==> config.mk <==
export PLATFORM = sky130hd
export DESIGN_NAME = tqvp_iraj_vmac
export DESIGN_NICKNAME = d
export VERILOG_FILES = /design/src/rtl/tqvp_iraj_vmac.sv
export SDC_FILE = /design/constraint.sdc
export NUM_CORES = 2
export LEC_CHECK = 0
export CAP_MARGIN = 20
export CORE_UTILIZATION = 35
export DETAILED_ROUTE_END_ITERATION = 7
export PLACE_DENSITY = 0.61
export SYNTH_ARGS = -nofsm -noshare
export SYNTH_HDL_FRONTEND = slang
export SYNTH_SLANG_ARGS = --single-unit
==> constraint.sdc <==
create_clock -name clk -period 9.15 [get_ports clk]
set_input_delay 1.83 -clock clk [delete_from_list [all_inputs] [get_ports clk]]
set_output_delay 1.83 -clock clk [all_outputs]
set_load 0.01 [all_outputs]
==> src/rtl/tqvp_iraj_vmac.sv <==
// Streaming multiply-accumulate peripheral: operand FIFO feeding a 2-stage MAC.
module tqvp_iraj_vmac #(
  parameter int unsigned DATA_W = 16,
  parameter int unsigned ACC_W  = 48,
  parameter int unsigned DEPTH  = 8
) (
  input  logic        clk,
  input  logic        rst_n,
  input  logic [7:0]  ui_in,
  output logic [7:0]  uo_out,
  input  logic [5:0]  address,
  input  logic [31:0] data_in,
  input  logic [1:0]  data_write_n,
  input  logic [1:0]  data_read_n,
  output logic [31:0] data_out,
  output logic        data_ready,
  output logic        user_interrupt
);

  localparam int unsigned PRW = 2 * DATA_W;
  localparam int unsigned PW  = ACC_W + 1;
  localparam int unsigned XW  = 66;
  localparam int unsigned AW  = $clog2(DEPTH);
  localparam int unsigned LW  = AW + 1;

  typedef enum logic [1:0] {S_IDLE, S_RUN, S_DRAIN} state_t;

  state_t              state;
  logic                signed_mode, sat_en, round_en, irq_en;
  logic [5:0]          shift;
  logic [15:0]         count_q, remaining;
  logic                done, sat, ovf;
  logic [ACC_W-1:0]    acc;
  logic [AW-1:0]       rd_ptr, wr_ptr;
  logic [LW-1:0]       level;
  logic                s1_valid;
  logic [PW-1:0]       s1_ext;
  logic [PRW-1:0]      last_prod;

  logic [DATA_W-1:0]   mem_a [DEPTH];
  logic [DATA_W-1:0]   mem_b [DEPTH];

  logic [31:0]         wdata;
  logic                wr_en, ctrl_wr, count_wr, push_req, busy;
  logic                start, clear_acc, flush, clr_done;
  logic                fifo_full, fifo_empty, pop, push_ok, push_drop;
  logic [PRW-1:0]      op_a, op_b, prod;
  logic [PW-1:0]       prod_ext;
  logic [XW-1:0]       xw_in, rnd;
  logic signed [XW-1:0] rounded, shifted_x;
  logic [PW-1:0]       shifted, sum;
  logic                sat_hit;
  logic [ACC_W-1:0]    acc_next;

  // Write decode: partial writes carry only their low 8/16 bits
  always_comb begin
    case (data_write_n)
      2'b00:   wdata = {24'b0, data_in[7:0]};
      2'b01:   wdata = {16'b0, data_in[15:0]};
      default: wdata = data_in;
    endcase
  end

  assign wr_en      = (data_write_n != 2'b11);
  assign ctrl_wr    = wr_en && (address == 6'h00);
  assign count_wr   = wr_en && (address == 6'h04);
  assign push_req   = (data_write_n == 2'b10) && (address == 6'h08);
  assign busy       = (state != S_IDLE);
  assign start      = ctrl_wr && !busy && wdata[0];
  assign clear_acc  = ctrl_wr && !busy && wdata[10];
  assign flush      = ctrl_wr && !busy && wdata[13];
  assign clr_done   = ctrl_wr && wdata[12];
  assign fifo_full  = (level == LW'(DEPTH));
  assign fifo_empty = (level == '0);
  assign pop        = (state == S_RUN) && !fifo_empty && (remaining != 16'd0);
  assign push_ok    = push_req && (!fifo_full || pop);
  assign push_drop  = push_req && fifo_full && !pop;

  // Stage-1 multiply of the FIFO head, signedness chosen at pop time
  always_comb begin
    op_a     = {{DATA_W{signed_mode & mem_a[rd_ptr][DATA_W-1]}}, mem_a[rd_ptr]};
    op_b     = {{DATA_W{signed_mode & mem_b[rd_ptr][DATA_W-1]}}, mem_b[rd_ptr]};
    prod     = op_a * op_b;
    prod_ext = {{(PW-PRW){signed_mode & prod[PRW-1]}}, prod};
  end

  // Stage-2 round, arithmetic shift, accumulate and optional clamp
  always_comb begin
    xw_in     = {{(XW-PW){s1_ext[PW-1]}}, s1_ext};
    rnd       = (round_en && (shift != 6'd0)) ? (XW'(1) << (shift - 6'd1)) : '0;
    rounded   = xw_in + rnd;
    shifted_x = rounded >>> shift;
    shifted   = shifted_x[PW-1:0];
    sum       = {acc[ACC_W-1], acc} + shifted;
    sat_hit   = sat_en && (sum[ACC_W] ^ sum[ACC_W-1]);
    acc_next  = sum[ACC_W-1:0];
    if (sat_hit) begin
      acc_next = sum[ACC_W] ? {1'b1, {(ACC_W-1){1'b0}}} : {1'b0, {(ACC_W-1){1'b1}}};
    end
  end

  // Operand storage; contents are only meaningful between the pointers
  always_ff @(posedge clk) begin
    if (push_ok) begin
      mem_a[wr_ptr] <= data_in[DATA_W-1:0];
      mem_b[wr_ptr] <= data_in[16 +: DATA_W];
    end
  end

  // Control FSM, configuration, FIFO bookkeeping and MAC pipeline registers
  always_ff @(posedge clk or negedge rst_n) begin
    if (!rst_n) begin
      state       <= S_IDLE;
      signed_mode <= 1'b0;
      sat_en      <= 1'b0;
      round_en    <= 1'b0;
      irq_en      <= 1'b0;
      shift       <= 6'd0;
      count_q     <= 16'd0;
      remaining   <= 16'd0;
      done        <= 1'b0;
      sat         <= 1'b0;
      ovf         <= 1'b0;
      acc         <= '0;
      rd_ptr      <= '0;
      wr_ptr      <= '0;
      level       <= '0;
      s1_valid    <= 1'b0;
      s1_ext      <= '0;
      last_prod   <= '0;
    end else begin
      if (ctrl_wr) begin
        signed_mode <= wdata[1];
        sat_en      <= wdata[2];
        round_en    <= wdata[3];
        shift       <= wdata[9:4];
        irq_en      <= wdata[11];
      end
      if (count_wr) count_q <= wdata[15:0];
      if (clr_done) done <= 1'b0;

      case (state)
        S_IDLE: begin
          if (start) begin
            if (count_q == 16'd0) begin
              done <= 1'b1;
            end else begin
              remaining <= count_q;
              done      <= 1'b0;
              state     <= S_RUN;
            end
          end
        end
        S_RUN: begin
          if (pop) remaining <= remaining - 16'd1;
          if (remaining == 16'd0) state <= S_DRAIN;
        end
        S_DRAIN: begin
          done  <= 1'b1;
          state <= S_IDLE;
        end
        default: state <= S_IDLE;
      endcase

      if (flush) begin
        rd_ptr <= '0;
        wr_ptr <= '0;
        level  <= '0;
        ovf    <= 1'b0;
      end else begin
        if (push_ok) wr_ptr <= wr_ptr + AW'(1);
        if (pop)     rd_ptr <= rd_ptr + AW'(1);
        if (push_ok && !pop)      level <= level + LW'(1);
        else if (pop && !push_ok) level <= level - LW'(1);
        if (push_drop) ovf <= 1'b1;
      end

      s1_valid <= pop;
      if (pop) begin
        s1_ext    <= prod_ext;
        last_prod <= prod;
      end

      if (clear_acc) begin
        acc <= '0;
        sat <= 1'b0;
      end else if (s1_valid) begin
        acc <= acc_next;
        if (sat_hit) sat <= 1'b1;
      end
    end
  end

  // Register read mux
  always_comb begin
    data_out = 32'd0;
    case (address)
      6'h00: data_out = {20'b0, irq_en, 1'b0, shift, round_en, sat_en, signed_mode, 1'b0};
      6'h04: data_out = {16'b0, count_q};
      6'h0C: data_out = {remaining, 8'(level), 4'b0, ovf, sat, done, busy};
      6'h10: data_out = acc[31:0];
      6'h14: data_out = 32'($signed(acc) >>> 32);
      6'h18: data_out = signed_mode ? 32'($signed(last_prod)) : 32'(last_prod);
      default: data_out = 32'd0;
    endcase
  end

  assign uo_out         = {4'b0, busy, sat, done, 1'b0};
  assign data_ready     = 1'b1;
  assign user_interrupt = done & irq_en;

  logic unused_ok;
  assign unused_ok = &{1'b0, ui_in, data_read_n, wdata, shifted_x};

endmodule

Word-level counts from Yosys, hierarchy flattened. Memory sizes are Yosys's and may differ from the RTL's. Cells that the tools add are included.

Add/subtract/negate cells: 8. $mul: 1. Equality and inequality tests: 16. Shifts and indexed selects: 2. Multiplexer cells: 33. Bitwise operators: 5. Reductions and logical operators: 42.

Operator list (number): $mux 48 (4); $pmux 32 s6 (1); $add 66x66->66 (1); $mux 66 (1); $shl 1x6->66 const A (1); $sshr 66x6->49 (1); $pmux 16 s2 (2); $add 49x49->49 (1); $mux 16 (3); $logic_not 16->1 (2); $mul 17x17->32 (1); $eq 6x5->1 const B (3); $logic_and 1x1->1 (17); $reduce_bool 16->1 (1); $sub 16x1->16 const B (1); $reduce_bool 2->1 (7); $eq 6x4->1 const B (2); $mux 3 (4); $mux 4 (3); $mux 1 (10); $ne 2x2->1 const B (4); $add 3x1->3 const B (2); $eq 6x3->1 const B (1); $logic_not 6->1 (1); 21 further kinds (33).

Register bits: 171. Bits in writable memories: 256. Output and inout bits: 42. Word-level logic and storage cells: 127. Memories kept: 2.

Memory list: mem_a (depth 8, bits a word 16, read ports 1, clocked after Yosys merged registers in 0, write ports 1, line 40) `logic [DATA_W-1:0] mem_a [DEPTH];`; mem_b (depth 8, bits a word 16, read ports 1, clocked after Yosys merged registers in 0, write ports 1, line 41) `logic [DATA_W-1:0] mem_b [DEPTH];`.

Logic depth before layout (Yosys ltp).
Depth in word-level cells: 11. Depth in mapped cells: 40. Mapped depth without buffers: 34.

Least setup slack after synthesis. Ideal clock, no wire load.

Path kind: reg2reg. Start: register shift[0]. End: register acc[41]. Library setup time: 126 ps. Arrival time: 8829 ps. Slack: 195 ps. Cell stages (with the launch flop): 39. Clock period less this slack: 8955 ps. Cells stage by stage: dfrtp_1 -> clkbuf_1 -> inv_1 -> clkbuf_1 -> buf_1 -> buf_1 -> nor2_1 -> nand2_1 -> nor2_1 -> ha_1 -> fa_1 -> a211oi_1 -> o211ai_2 -> nand3_1 -> a21oi_1 -> o211ai_1 -> a21boi_1 -> or3_1 -> (+3 left out) -> mux2_2 -> o21a_1 -> fa_1 -> a211oi_1 -> nor2_1 -> o211ai_1 -> a41oi_1 -> o21ai_0 -> nand2_1 -> a21o_1 -> a221o_1 -> a21oi_1 -> xnor2_1 -> xnor2_2 -> buf_6 -> o21a_1 -> buf_6 -> a221o_1.

Word-level cells in the longest chain between the ends: 11. Elaborated cells between the ends (all ways): 14.

RTL lines: start: declaration (line 30) `logic [5:0] shift;`; start signal: assignment (line 136) `shift <= wdata[9:4];`; $sub 6x1->6 or $reduce_bool 6->1 (tied branches) (line 90) `rnd = (round_en && (shift != 6'd0)) ? (XW'(1) << (shift - 6'd1)) : '0;`; $shl 1x6->66 or $logic_and 1x1->1 (tied branches) (line 90); $mux 66 (line 90); $add 66x66->66 (line 91) `rounded = xw_in + rnd;`; $sshr 66x6->49 (*) (line 92) `shifted_x = rounded >>> shift;`; $add 49x49->49 (*) (line 94) `sum = {acc[ACC_W-1], acc} + shifted;`; $xor 1x1->1 (line 95) `sat_hit = sat_en && (sum[ACC_W] ^ sum[ACC_W-1]);`; $logic_and 1x1->1 (line 95); $mux 48 (*) (line 97) `if (sat_hit) begin`; $mux 48 (*) (line 187) `end else if (s1_valid) begin`; $mux 48 (*) (line 184) `if (clear_acc) begin`; end signal: assignment (line 188) `acc <= acc_next;`; end: declaration (line 33) `logic [ACC_W-1:0] acc;`.

Every way passes the cells marked *; elsewhere a longest branch is shown, timed or not. The select of a mux whose other input is x is not followed. A chain may end at the register's enable or synchronous reset.

Final worst setup path.
Start: register shift[2]. End: register acc[37].

The elaborated chain is that of the path after synthesis.

==> run_results.csv <==
group,metric,value,unit
floorplanning,core-area,109000,sq um
min_path,worst_hold_path_type,"reg -> reg",
floorplanning,start_util,35.4,%
grt,groute.usage.overall,22.6,%
finish,layout.filler_cells,10900,
outcome,status,"finished, final reports clean",
timing,finalCritPeriodShare,97.3,%
route,top_signal_layer_used,"met4",
route,wl_met1,56300,microns
floorplanning,floorplan.rows,121,
placement,routability_driven_placement_congestion_ratio,0.996,
grt,pin_count_of_the_biggest_net_entering_global_routing,76,
route,route.detailed.drc,0,
logic_synthesis,count_of_different_cell_masters_after_synthesis,107,
setup_path,crit_path_start_kind,"flip-flop",
logic_synthesis,mappedNetlistArea,38700,sq um
placement,detailed_place.area,42600,sq um
setup_path,critical_path.slowest_cell,"mux4_2",
timing,fin_crit,8.90,ns
setup_path,timing.setup.critical_path_class,"reg -> reg",
placement,sum_of_net_half_perimeters_after_detailed_placement,100000,microns
clocking,cts.htree.levels,2,
logic_synthesis,yosysWarningCount,0,
finish,syn2layout_area_growth,14.8,%
floorplanning,fp.dieArea,112000,sq um
clocking,clock_tree.buffer_depth,3,
timing,slew-limit-headroom,30.2,%
logic_synthesis,postSynth.topFlopCell,"edfxtp_1",
finish,finished_layout_cell_area,44400,sq um
logic_synthesis,synth.top_cells.by_area,"edfxtp_1, fa_1, dfrtp_1",
route,met3_length,8770,microns
clocking,cts_made_buffers,43,
setup_path,crit_cells,33,
grt,globalRouteOverflowTotal,0,
floorplanning,top_level_ports,94,
logic_synthesis,synth_top_area_cell,"edfxtp_1",
finish,final-seq-area,11200,sq um
route,initialDrtViolationCount,2787,
floorplanning,die_height,335,microns
placement,worst_slack_at_placement,0.0645,ns
route,antenna_violating_nets_post_route,0,
setup_path,crit_path_end_kind,"flip-flop",
route,met2_length,57500,microns
finish,layout.nets,4760,
route,drtPass1Iterations,6,
clocking,cts_root_buf,"clkbuf_16",
timing,final_critical_path_setup_slack,0.251,ns
timing,timing.final.hold_violations,0,
logic_synthesis,flop_and_latch_count_out_of_synthesis,395,
setup_path,worst_path_most_repeated_cell,"buf_4",
floorplanning,dieWidth,335,microns
grt,grt_pass1_wl,194000,microns
finish,post_route_cells_drive_above_1_share,15.4,%
placement,port_buffer_count,77,
route,wire_per_inst,22.3,microns
min_path,hold_path_startpoint,"state[0]$_DFFE_PN0P_",
setup_path,reg2regPathDepth,33,
clocking,clock_latency,0.61,ns
timing,tightestPinTransition,1.05,ns
clocking,tritoncts_clock_tree,"yes",
grt,number_of_antenna_violations_at_the_first_check_in_global_routing,2,
setup_path,setup_slack_of_the_worst_register_to_register_path,0.25,ns
logic_synthesis,syn_avg_cell_area,9.59,sq um
timing,top_achievable_clock_speed,112,MHz
timing,finClkSkew,0.0342,ns
finish,n_antenna_cell,0,
route,dr_total_vias,32000,
logic_synthesis,yosysSeqAreaShare,28.8,%
setup_path,critPathMaxFanout,10,
setup_path,r2r-end,"acc[37]$_DFFE_PN0P_",
setup_path,cp.buffers_inverters,5,
clocking,cts_num_sinks,395,
timing,final_max_slew_viol_count,0,
grt,grt_pass1_vias,31500,
setup_path,cp-startpoint,"shift[2]$_DFFE_PN0P_",
logic_synthesis,synth_top_area_share,19.9,%
setup_path,timing.critical_path.arrival,9.38,ns
logic_synthesis,synth_edf_count,256,
finish,multi_input_comb_area,25700,sq um
route,via_per_inst,5.59,
logic_synthesis,post_synth_inst_count,4035,
clocking,cts_hold_repair.buffers,0,
setup_path,worstReg2RegStart,"shift[2]$_DFFE_PN0P_",
min_path,hold_path_depth,1,
run,maxCapViolCount,0,
timing,report.final.setup_viol,0,
min_path,worst_hold_path.endpoint,"done$_DFF_PN0_",
setup_path,cp_top_family,"compound AO/OA/AOI/OAI gates",
clocking,path_clk_slew,0.06,ns
route,routed_wl,128000,microns
timing,holdWs,0.507,ns
logic_synthesis,async_flop_share,35.2,%
setup_path,crit_path_max_incr_delay,0.55,ns
setup_path,timing.critical_path.required,9.63,ns
-- logic make-up (layout without fill, tap and decap cells) --
| kind of cell | after synthesis | after routing | share of synthesized area (%) |
|---|---|---|---|
| compound gates | 905 | 905 | 15.3 |
| xor+xnor | 143 | 143 | 3.27 |
| fa+ha+maj | 485 | 485 | 21.2 |
| buf+inv | 544 | 760 | 5.64 |
| flops | 395 | 395 | 28.8 |
| mux | 305 | 305 | 11.2 |
| other cells | 2 | 8 | 0.0194 |
| simple gates | 1256 | 1256 | 14.6 |
-- metrics by stage --
stage | TNS [ns] | utilization [%] | std cells
2_1_floorplan | 0 | - | 4041
3_3_place_gp | 0 | 39.0 | 5641
3_5_place_dp | 0 | 39.0 | 5641
4_1_cts | 0 | 40.3 | 5720
5_1_grt | -0.0138 | 40.7 | 5733
6_report | 0 | 40.7 | 5733
-- synthesized netlist by cell type (13+ instances only) --
cell type  count
mux4_2        94
o31ai_1       13
nand4_1       48
a221o_1       15
a21oi_1      264
edfxtp_1     256
nor4_1        15
mux2_2        70
buf_4         23
a21o_1        66
and3_1        25
nand3_1       79
mux2i_1      140
o21ai_1       19
and2_1        28
a22oi_1       44
o21ai_0      202
o21a_1        27
o21bai_1      19
clkbuf_1     136
xor2_1        55
or3_1         16
nor2b_1       23
buf_2         24
nand2b_1      34
dfrtp_1      139
fa_1         285
nand2_1      538
inv_1        316
buf_1         39
nor3_1        42
xnor2_1       86
a211oi_1      46
nor2_1       353
a31oi_1       19
ha_1         200
o211ai_1      23
-- how the worst max path moves through the flow --
| stage | end | slack [ns] |
|---|---|---|
| after floorplan | acc[41]$_DFFE_PN0P_ | 0.19 |
| after global placement | acc[45]$_DFFE_PN0P_ | 0.09 |
| after detailed placement | acc[41]$_DFFE_PN0P_ | 0.06 |
| after CTS | acc[45]$_DFFE_PN0P_ | 0.09 |
| after global routing | acc[34]$_DFFE_PN0P_ | -0.01 |
| final | acc[37]$_DFFE_PN0P_ | 0.25 |
-- state kept, by name, indices dropped and copies added, names as in the netlist, 2 cells and up --
| name | flops |
|---|---|
| count_q | 16 |
| shift | 6 |
| s1_ext | 33 |
| mem_a | 128 |
| state | 2 |
| mem_b | 128 |
| level | 4 |
| acc | 48 |
| rd_ptr | 3 |
| remaining | 16 |
| wr_ptr | 3 |
-- timing repair --
action,in CTS,in global routing
pin swaps,0,14
endpoints found under the setup margin,1,49
gates resized for setup,1,63
buffers inserted,0,12
-- cell type report --
| type | instances | share of cell area, % |
|---|---|---|
| multi-input combinational | 3102 | 57.9 |
| sequential | 395 | 25.2 |
| timing repair buffer | 363 | 6.88 |
| tap | 1476 | 4.16 |
| inverter | 318 | 2.69 |
| clock buffer | 50 | 2.48 |
| clock inverter | 29 | 0.766 |
-- layer usage --
metal,vias up,track usage [%]
li1,14700,-
met1,15900,31.3
met2,1172,35.5
met3,207,3.50
met4,0,8.44
met5,-,0
-- placed cells by master, fill, tap and decap left out, drive strengths merged, types with 34 or more instances in the layout --
master         synthesis  routed
o21ai                223     223
a21o                  66      66
nor2                 354     354
fa                   285     285
nand2                538     538
nand4                 50      50
clkbuf               137      50
mux2i                140     140
xor2                  55      55
inv                  317     322
a22oi                 46      46
a211oi                51      51
clkdlybuf4s50          0      76
nand2b                34      34
a21oi                269     269
nor3                  43      43
mux2                  71      71
buf                   89     287
ha                   200     200
mux4                  94      94
edfxtp               256     256
dfrtp                139     139
xnor2                 88      88
nand3                 80      80
Power is left out: the tool's default activity adds up to more than one toggle a clock period on the data nets, which glitch-free logic cannot reach.
